[src/rtl/srambank_initiator.sv]
// Request-side controller for one synchronous SRAM bank. It turns a valid/ready request stream into bank strobes and
// returns read data in order through a credit-checked response FIFO. SRAMBANK_INIT_CLEAR_EN adds a zero-fill sweep after reset.
module srambank_initiator #(
  parameter int AW        = 9,
  parameter int DW        = 72,
  parameter int RSP_DEPTH = 4
) (
  input  logic          clk,
  input  logic          rst_n,
  input  logic          req_valid,
  output logic          req_ready,
  input  logic          req_write,
  input  logic [AW-1:0] req_addr,
  input  logic [DW-1:0] req_wdata,
  output logic          rsp_valid,
  input  logic          rsp_ready,
  output logic [DW-1:0] rsp_rdata,
  output logic          init_done,
  output logic [AW-1:0] ADDRESS,
  output logic [DW-1:0] wd,
  output logic          banksel,
  output logic          read,
  output logic          write,
  input  logic [DW-1:0] dataout
);
  localparam int PW = $clog2(RSP_DEPTH);
  localparam int CW = PW + 1;
  localparam logic [CW-1:0] DEPTH_C = CW'(RSP_DEPTH);

  logic          init_done_q;
  logic          run;
  logic          sweep;
  logic [AW-1:0] sweep_addr;

`ifdef SRAMBANK_INIT_CLEAR_EN
  typedef enum logic {ST_INIT, ST_RUN} state_e;
  state_e        state_q;
  logic          sweep_q;
  logic [AW-1:0] swp_cnt_q;

  // The sweep starts one edge after reset so every strobe is low while rst_n is held.
  always_ff @(posedge clk or negedge rst_n) begin
    if (!rst_n) begin
      state_q     <= ST_INIT;
      init_done_q <= 1'b0;
      sweep_q     <= 1'b0;
      swp_cnt_q   <= '0;
    end else begin
      case (state_q)
        ST_INIT: begin
          if (!sweep_q) sweep_q <= 1'b1;
          else begin
            swp_cnt_q <= swp_cnt_q + 1'b1;
            if (&swp_cnt_q) begin
              sweep_q     <= 1'b0;
              state_q     <= ST_RUN;
              init_done_q <= 1'b1;
            end
          end
        end
        default: ;
      endcase
    end
  end

  assign run        = init_done_q & (state_q == ST_RUN);
  assign sweep      = sweep_q;
  assign sweep_addr = swp_cnt_q;
`else
  always_ff @(posedge clk or negedge rst_n) begin
    if (!rst_n) init_done_q <= 1'b0;
    else        init_done_q <= 1'b1;
  end

  assign run        = init_done_q;
  assign sweep      = 1'b0;
  assign sweep_addr = '0;
`endif

  assign init_done = init_done_q;

  logic [DW-1:0] mem_q [RSP_DEPTH];
  logic [DW-1:0] mem_d [RSP_DEPTH];
  logic [PW-1:0] wptr_q, wptr_d, rptr_q, rptr_d;
  logic [CW-1:0] cnt_q, cnt_d;
  logic          rd_pend_q, rd_pend_d;
  logic [CW-1:0] occ;
  logic          acc, push, pop;

  // Credit covers the read still in flight in the bank as well as the queued entries.
  assign occ       = cnt_q + CW'(rd_pend_q);
  assign req_ready = run & (occ < DEPTH_C);
  assign acc       = req_valid & req_ready;

  always_comb begin
    banksel = 1'b0;
    read    = 1'b0;
    write   = 1'b0;
    ADDRESS = '0;
    wd      = '0;
    if (sweep) begin
      banksel = 1'b1;
      write   = 1'b1;
      ADDRESS = sweep_addr;
    end else if (run) begin
      banksel = acc;
      write   = acc & req_write;
      read    = acc & ~req_write;
      ADDRESS = req_addr;
      wd      = req_wdata;
    end
  end

  assign push      = rd_pend_q;
  assign rsp_valid = (cnt_q != '0);
  assign pop       = rsp_valid & rsp_ready;
  assign rsp_rdata = mem_q[rptr_q];

  always_comb begin
    mem_d     = mem_q;
    wptr_d    = wptr_q;
    rptr_d    = rptr_q;
    cnt_d     = cnt_q;
    rd_pend_d = run & acc & ~req_write;
    if (push) begin
      mem_d[wptr_q] = dataout;
      wptr_d        = wptr_q + 1'b1;
    end
    if (pop) rptr_d = rptr_q + 1'b1;
    case ({push, pop})
      2'b10:   cnt_d = cnt_q + 1'b1;
      2'b01:   cnt_d = cnt_q - 1'b1;
      default: cnt_d = cnt_q;
    endcase
  end

  always_ff @(posedge clk or negedge rst_n) begin
    if (!rst_n) begin
      for (int i = 0; i < RSP_DEPTH; i++) mem_q[i] <= '0;
      wptr_q    <= '0;
      rptr_q    <= '0;
      cnt_q     <= '0;
      rd_pend_q <= 1'b0;
    end else begin
      mem_q     <= mem_d;
      wptr_q    <= wptr_d;
      rptr_q    <= rptr_d;
      cnt_q     <= cnt_d;
      rd_pend_q <= rd_pend_d;
    end
  end
endmodule

[config.mk]
export PLATFORM = sky130hd
export DESIGN_NAME = srambank_initiator
export DESIGN_NICKNAME = d
export VERILOG_FILES = /design/src/rtl/srambank_initiator.sv
export SDC_FILE = /design/constraint.sdc
export NUM_CORES = 1
export LEC_CHECK = 0
export CORE_ASPECT_RATIO = 1.25
export CORE_MARGIN = 2
export CORE_UTILIZATION = 54
export DETAILED_ROUTE_END_ITERATION = 7
export GPL_ROUTABILITY_DRIVEN = 0
export GPL_TIMING_DRIVEN = 0
export PLACE_DENSITY = 0.82
export SLEW_MARGIN = 30
export SYNTH_ARGS = -nofsm -noshare
export SYNTH_HDL_FRONTEND = slang
export SYNTH_SLANG_ARGS = --single-unit
[constraint.sdc]
create_clock -name clk -period 5.5 [get_ports clk]
set_clock_uncertainty 0.15 [all_clocks]
set_input_delay 1.1 -clock clk [delete_from_list [all_inputs] [get_ports clk]]
set_output_delay 1.1 -clock clk [all_outputs]
set_load 0.005 [all_outputs]
# --- Word level (Yosys, flattened, before mapping) ---
# Index checks and enable logic that the tools add are counted.
totals:
  latchBits: 0
  register_bits: 297
  n_memories: 0
  output_inout_bits: 159
  rom_bits: 0
  elab_cells: 45
  inputBits: 158
  mem_bits_rw: 0
classes:
  n_reduce_logical: 3
  addsub: 5
  muxes: 12
  n_bitwise: 10
  shift: 0
  div: 0
  n_mul: 0
  magnitude_cmp: 4
  eq_ne: 2
ops:
  columns: ["operator", "n"]
  rows:
  - ["$bwmux W288", 1]
  - ["$mux W72", 4]
  - ["$bmux W72 S2", 1]
  - ["$demux W72 S2", 1]
  - ["$mux W9", 1]
  - ["$and A1 B1 Y1", 7]
  - ["$ge A3 B3 Y1 const B", 2]
  - ["$not A2 Y3", 2]
  - ["$pmux W3 S2", 1]
  - ["$add A2 B1 Y2 const B", 2]
  - ["$add A3 B1 Y3", 1]
  - ["$add A3 B1 Y3 const B", 1]
  - ["$lt A3 B1 Y1 const B", 1]
  - ["$lt A3 B3 Y1 const B", 1]
  - ["$mux W1", 3]
  - ["$reduce_bool A3 Y1", 1]
  - ["$sub A3 B1 Y3 const B", 1]
  - ["$eq A2 B1 Y1 const B", 1]
  - ["$eq A2 B2 Y1 const B", 1]
  - ["$reduce_bool A2 Y1", 1]
  - ["$logic_and A1 B1 Y1", 1]
  - ["$not A1 Y1", 1]

# --- Logic depth before layout (Yosys ltp) ---
logic_depth:
  depth_word: 6
  ltp_mapped: 8
  depth_no_buf: 7

# --- Worst setup path before layout ---
# No wires, ideal clock.
synth_timing:
  kind: "input to output"
  startpoint: "in req_write"
  endpoint: "out read"
  arrival_ns: 1.334
  slack_ns: 2.916
  t_required_ns: 4.250
  stages: 1
  path_cell_list: "and4b_1"
synth_via:
  elab_chain_cells: 3
synth_rtl:
  columns: ["item", "line_no", "rtl"]
  rows:
  - ["start: declaration", "12", "input logic req_write,"]
  - ["$not A1 Y1", "108", "read = acc & ~req_write;"]
  - ["$and A1 B1 Y1", "108", null]
  - ["$mux W1", "105", "end else if (run) begin"]
  - ["end: declaration", "22", "output logic read,"]
# No other way between the ends.

# --- Worst setup path after layout ---
layout_timing:
  startpoint: "reg init_done_q, in the netlist init_done"
  endpoint: "out wd[26]"
layout_via:
  elab_chain_cells: 1
layout_rtl:
  columns: ["item", "line_no", "rtl"]
  rows:
  - ["start: declaration", "30", "logic init_done_q;"]
  - ["start signal: assignment", "71", "if (!rst_n) init_done_q <= 1'b0;"]
  - ["start signal: assignment", "72", "else init_done_q <= 1'b1;"]
  - ["$mux W72", "105", null]
  - ["end: declaration", "20", "output logic [DW-1:0] wd,"]
# No other way between the ends.

==> out/qor.yml <==
run_status: "finished, final reports clean"
synthTopCellsByArea: "sky130_fd_sc_hd__dfrtp_1 55%, sky130_fd_sc_hd__mux2_2 24%, sky130_fd_sc_hd__mux4_2 12%"
detailed_route_wl_um: 34600
synth_seq_area_share_pct: 54.7
first_global_vias: 9245
achievable-frequency_mhz: 267
rows: 64
timing.setup.tns_ns: 0
maxCapViolations: 0
final_period_minus_worst_setup_slack_ns: 3.74
timing.final.setup_violations: 0
vias: 8437
synthesis.yosys.warnings: 0
num-nets-final: 1343
reg2reg_depth: 7
rr_endpoint: "cnt_q[2]"
worstPathRequired_ns: 4.25
cts-hold-fix-buffers: 0
endpoint_kind: "primary output"
mostFrequentLayoutCell: "sky130_fd_sc_hd__clkdlybuf4s50_1"
synth.ff_latch_count: 297
post_synthesis_instance_area_sq_mm: 0.0136
post_cts_setup_buffers: 0
route.detailed.drc: 0
detailedPlace.worstSlack_ns: 1.81
top_level_ports: 317
final_routed_wire_length_divided_by_cell_count_um: 22.6
floorplan.die_area_sq_mm: 0.0264
pwrdens_mw_per_mm2: 546
place.port_buffers: 316
critical_path_arrival_ns: 2.49
timing.critical_path.fanout_max: 10
filler_cell_count: 1585
worstSetupPathType: "flop to primary output"
dpl.hpwl_um: 25300
rr_startpoint: "cnt_q[0]"
ant_nets: 0
leakage_nw: 7.52
finalHoldViolations: 0
commonest_cells_after_routing_fill_and_taps_aside: "315 x sky130_fd_sc_hd__clkdlybuf4s50_1, 297 x sky130_fd_sc_hd__dfrtp_1, 288 x sky130_fd_sc_hd__mux2_2"
first_pass_iteration_count_of_the_detailed_router: 4
synthCells: 829
vdd_drop_max_uv: 292
netlist.top_cell.by_area: "sky130_fd_sc_hd__dfrtp_1"
timing.final.crit_share_pct: 68.0
grtUsageTotal_pct: 26.6
grt_antenna_before_repair: 2
numClockSinks: 297
timing.final.ws_setup_ns: 1.76
design.core.area_sq_mm: 0.0246
clock_buffer_count_from_cts: 29
chipWidth_um: 146
grt_start_max_net_pins: 86
areaGrowthSynthToFinish_pct: 34.4
syn_nets: 993
unrepaired_setup_endpoints_after_global_routing: "no"
cts_tree: "yes"
final_layout_size_suffix_gt1_share_pct: 38.2
insertion_delay_ns: 0.55
max-clock-path-buffers: 3
r2r_setup_slack_ns: 3.51
cts_repair_resize_count: 0
die-height_um: 181
overflow: 0
synth.lib_cells_used.distinct: 26
critical_path.startpoint_type: "flop"
drv_slew: 0
route.detailed.vias_per_inst: 5.51
avg_synthesized_cell_area_sq_um: 16.4
wire_length_of_the_first_global_routing_pass_um: 53700
buffer_cell_driving_the_clock_tree_root: "sky130_fd_sc_hd__clkbuf_16"
layout.core_utilization_pct: 74.3
initial_utilization_pct: 55.3
drtIter0Drc: 328
timing.hold.worst.class: "input pin to asynchronous set/reset pin"
cts.reportedPaths.clkPinSlew_ns: 0.06
htreeDepth: 1
synth_top_area_share_pct: 54.7
==> layout make-up <==
| class | instances | area [sq um] | share of cell area [%] |
|---|---|---|---|
| Sequential cell | 297 | 7430 | 40.7 |
| Multi-Input combinational cell | 472 | 5630 | 30.8 |
| Timing Repair Buffer | 319 | 3250 | 17.8 |
| Clock buffer | 43 | 848 | 4.65 |
| Buffer | 54 | 497 | 2.72 |
| Tap cell | 330 | 413 | 2.26 |
| Clock inverter | 9 | 156 | 0.857 |
| Inverter | 6 | 22.5 | 0.123 |
| Antenna cell | 2 | 5.00 | 0.0274 |
==> how the worst max path moves through the flow <==
stage | startpoint | slack (ns) | endpoint | depth (start not counted)
2_1_floorplan | req_write | 2.92 | read | 1
4_1_cts | init_done | 1.71 | wd[31] | 4
5_1_grt | init_done | 1.59 | wd[31] | 4
3_3_place_gp | rst_n | -9.47 | mem_q[63] | 1
3_5_place_dp | req_valid | 1.81 | write | 3
6_report | init_done | 1.76 | wd[26] | 4
==> cell usage after synthesis <==
| cell | n |
|---|---|
| sky130_fd_sc_hd__and2_1 | 82 |
| sky130_fd_sc_hd__and3_1 | 1 |
| sky130_fd_sc_hd__and4_1 | 1 |
| sky130_fd_sc_hd__and4b_1 | 2 |
| sky130_fd_sc_hd__buf_2 | 8 |
| sky130_fd_sc_hd__buf_4 | 1 |
| sky130_fd_sc_hd__buf_6 | 32 |
| sky130_fd_sc_hd__clkbuf_1 | 9 |
| sky130_fd_sc_hd__clkbuf_8 | 4 |
| sky130_fd_sc_hd__conb_1 | 1 |
| sky130_fd_sc_hd__dfrtp_1 | 297 |
| sky130_fd_sc_hd__fa_1 | 1 |
| sky130_fd_sc_hd__ha_1 | 5 |
| sky130_fd_sc_hd__inv_1 | 6 |
| sky130_fd_sc_hd__mux2_2 | 288 |
| sky130_fd_sc_hd__mux2i_1 | 1 |
| sky130_fd_sc_hd__mux4_2 | 72 |
| sky130_fd_sc_hd__nand2_1 | 2 |
| sky130_fd_sc_hd__nand2_2 | 4 |
| sky130_fd_sc_hd__nand3_1 | 1 |
| sky130_fd_sc_hd__nor2_1 | 1 |
| sky130_fd_sc_hd__o21ai_0 | 1 |
| sky130_fd_sc_hd__o31a_1 | 1 |
| sky130_fd_sc_hd__or3_1 | 1 |
| sky130_fd_sc_hd__xnor2_1 | 2 |
| sky130_fd_sc_hd__xor2_1 | 5 |
==> critical path: stages, from the launching register on <==
cell                              delay (ns)
sky130_fd_sc_hd__dfrtp_1                0.43
sky130_fd_sc_hd__clkbuf_1               0.32
sky130_fd_sc_hd__clkbuf_1               0.37
sky130_fd_sc_hd__and2_1                 0.20
sky130_fd_sc_hd__clkdlybuf4s50_1        0.62
==> stage by stage <==
stage	hold WS [ns]	cells	power [mW]	cell area (sq um)
global placement	0.331	1475	7.80	17200
floorplan	0.324	829	6.13	13600
global route	0.322	1532	10.5	18300
finish	0.299	1532	9.96	18300
detailed placement	0.337	1478	7.94	17200
CTS	0.305	1530	10.1	18300
==> layer usage <==
layer  wire, um  global-route usage [%]  vias to the layer above
met2      17100                    44.7                      272
met1      13300                    33.1                     4368
met5          0                       0                        -
met3       3160                    8.64                       49
li1           -                       -                     3748
met4       1010                    7.88                        0
==> registers in the layout (all words and copies together) (netlist names) <==
name,count
cnt_q,3
init_done,1
mem_q,288
push,1
rptr_q,2
wptr_q,2
==> cells by family (layout without fill, tap and decap cells) <==
family          after synthesis  count (layout)  synth area share (%)
xor+xnor                      7               7                 0.451
other cells                   1               3                0.0276
fa+ha+maj                     6               6                 0.608
buf+inv                      60             431                  3.82
compound gates                2               2                 0.101
mux                         361             361                  35.9
simple gates                 95              95                  4.38
flops                       297             297                  54.7
==> power breakdown <==
group,total [mW],internal [mW],switching (mW)
Sequential,3.83,3.30,0.535
Combinational,4.05,2.71,1.34
Clock,2.08,1.25,0.826
No activity file was read; power rests on OpenSTA's default activity.
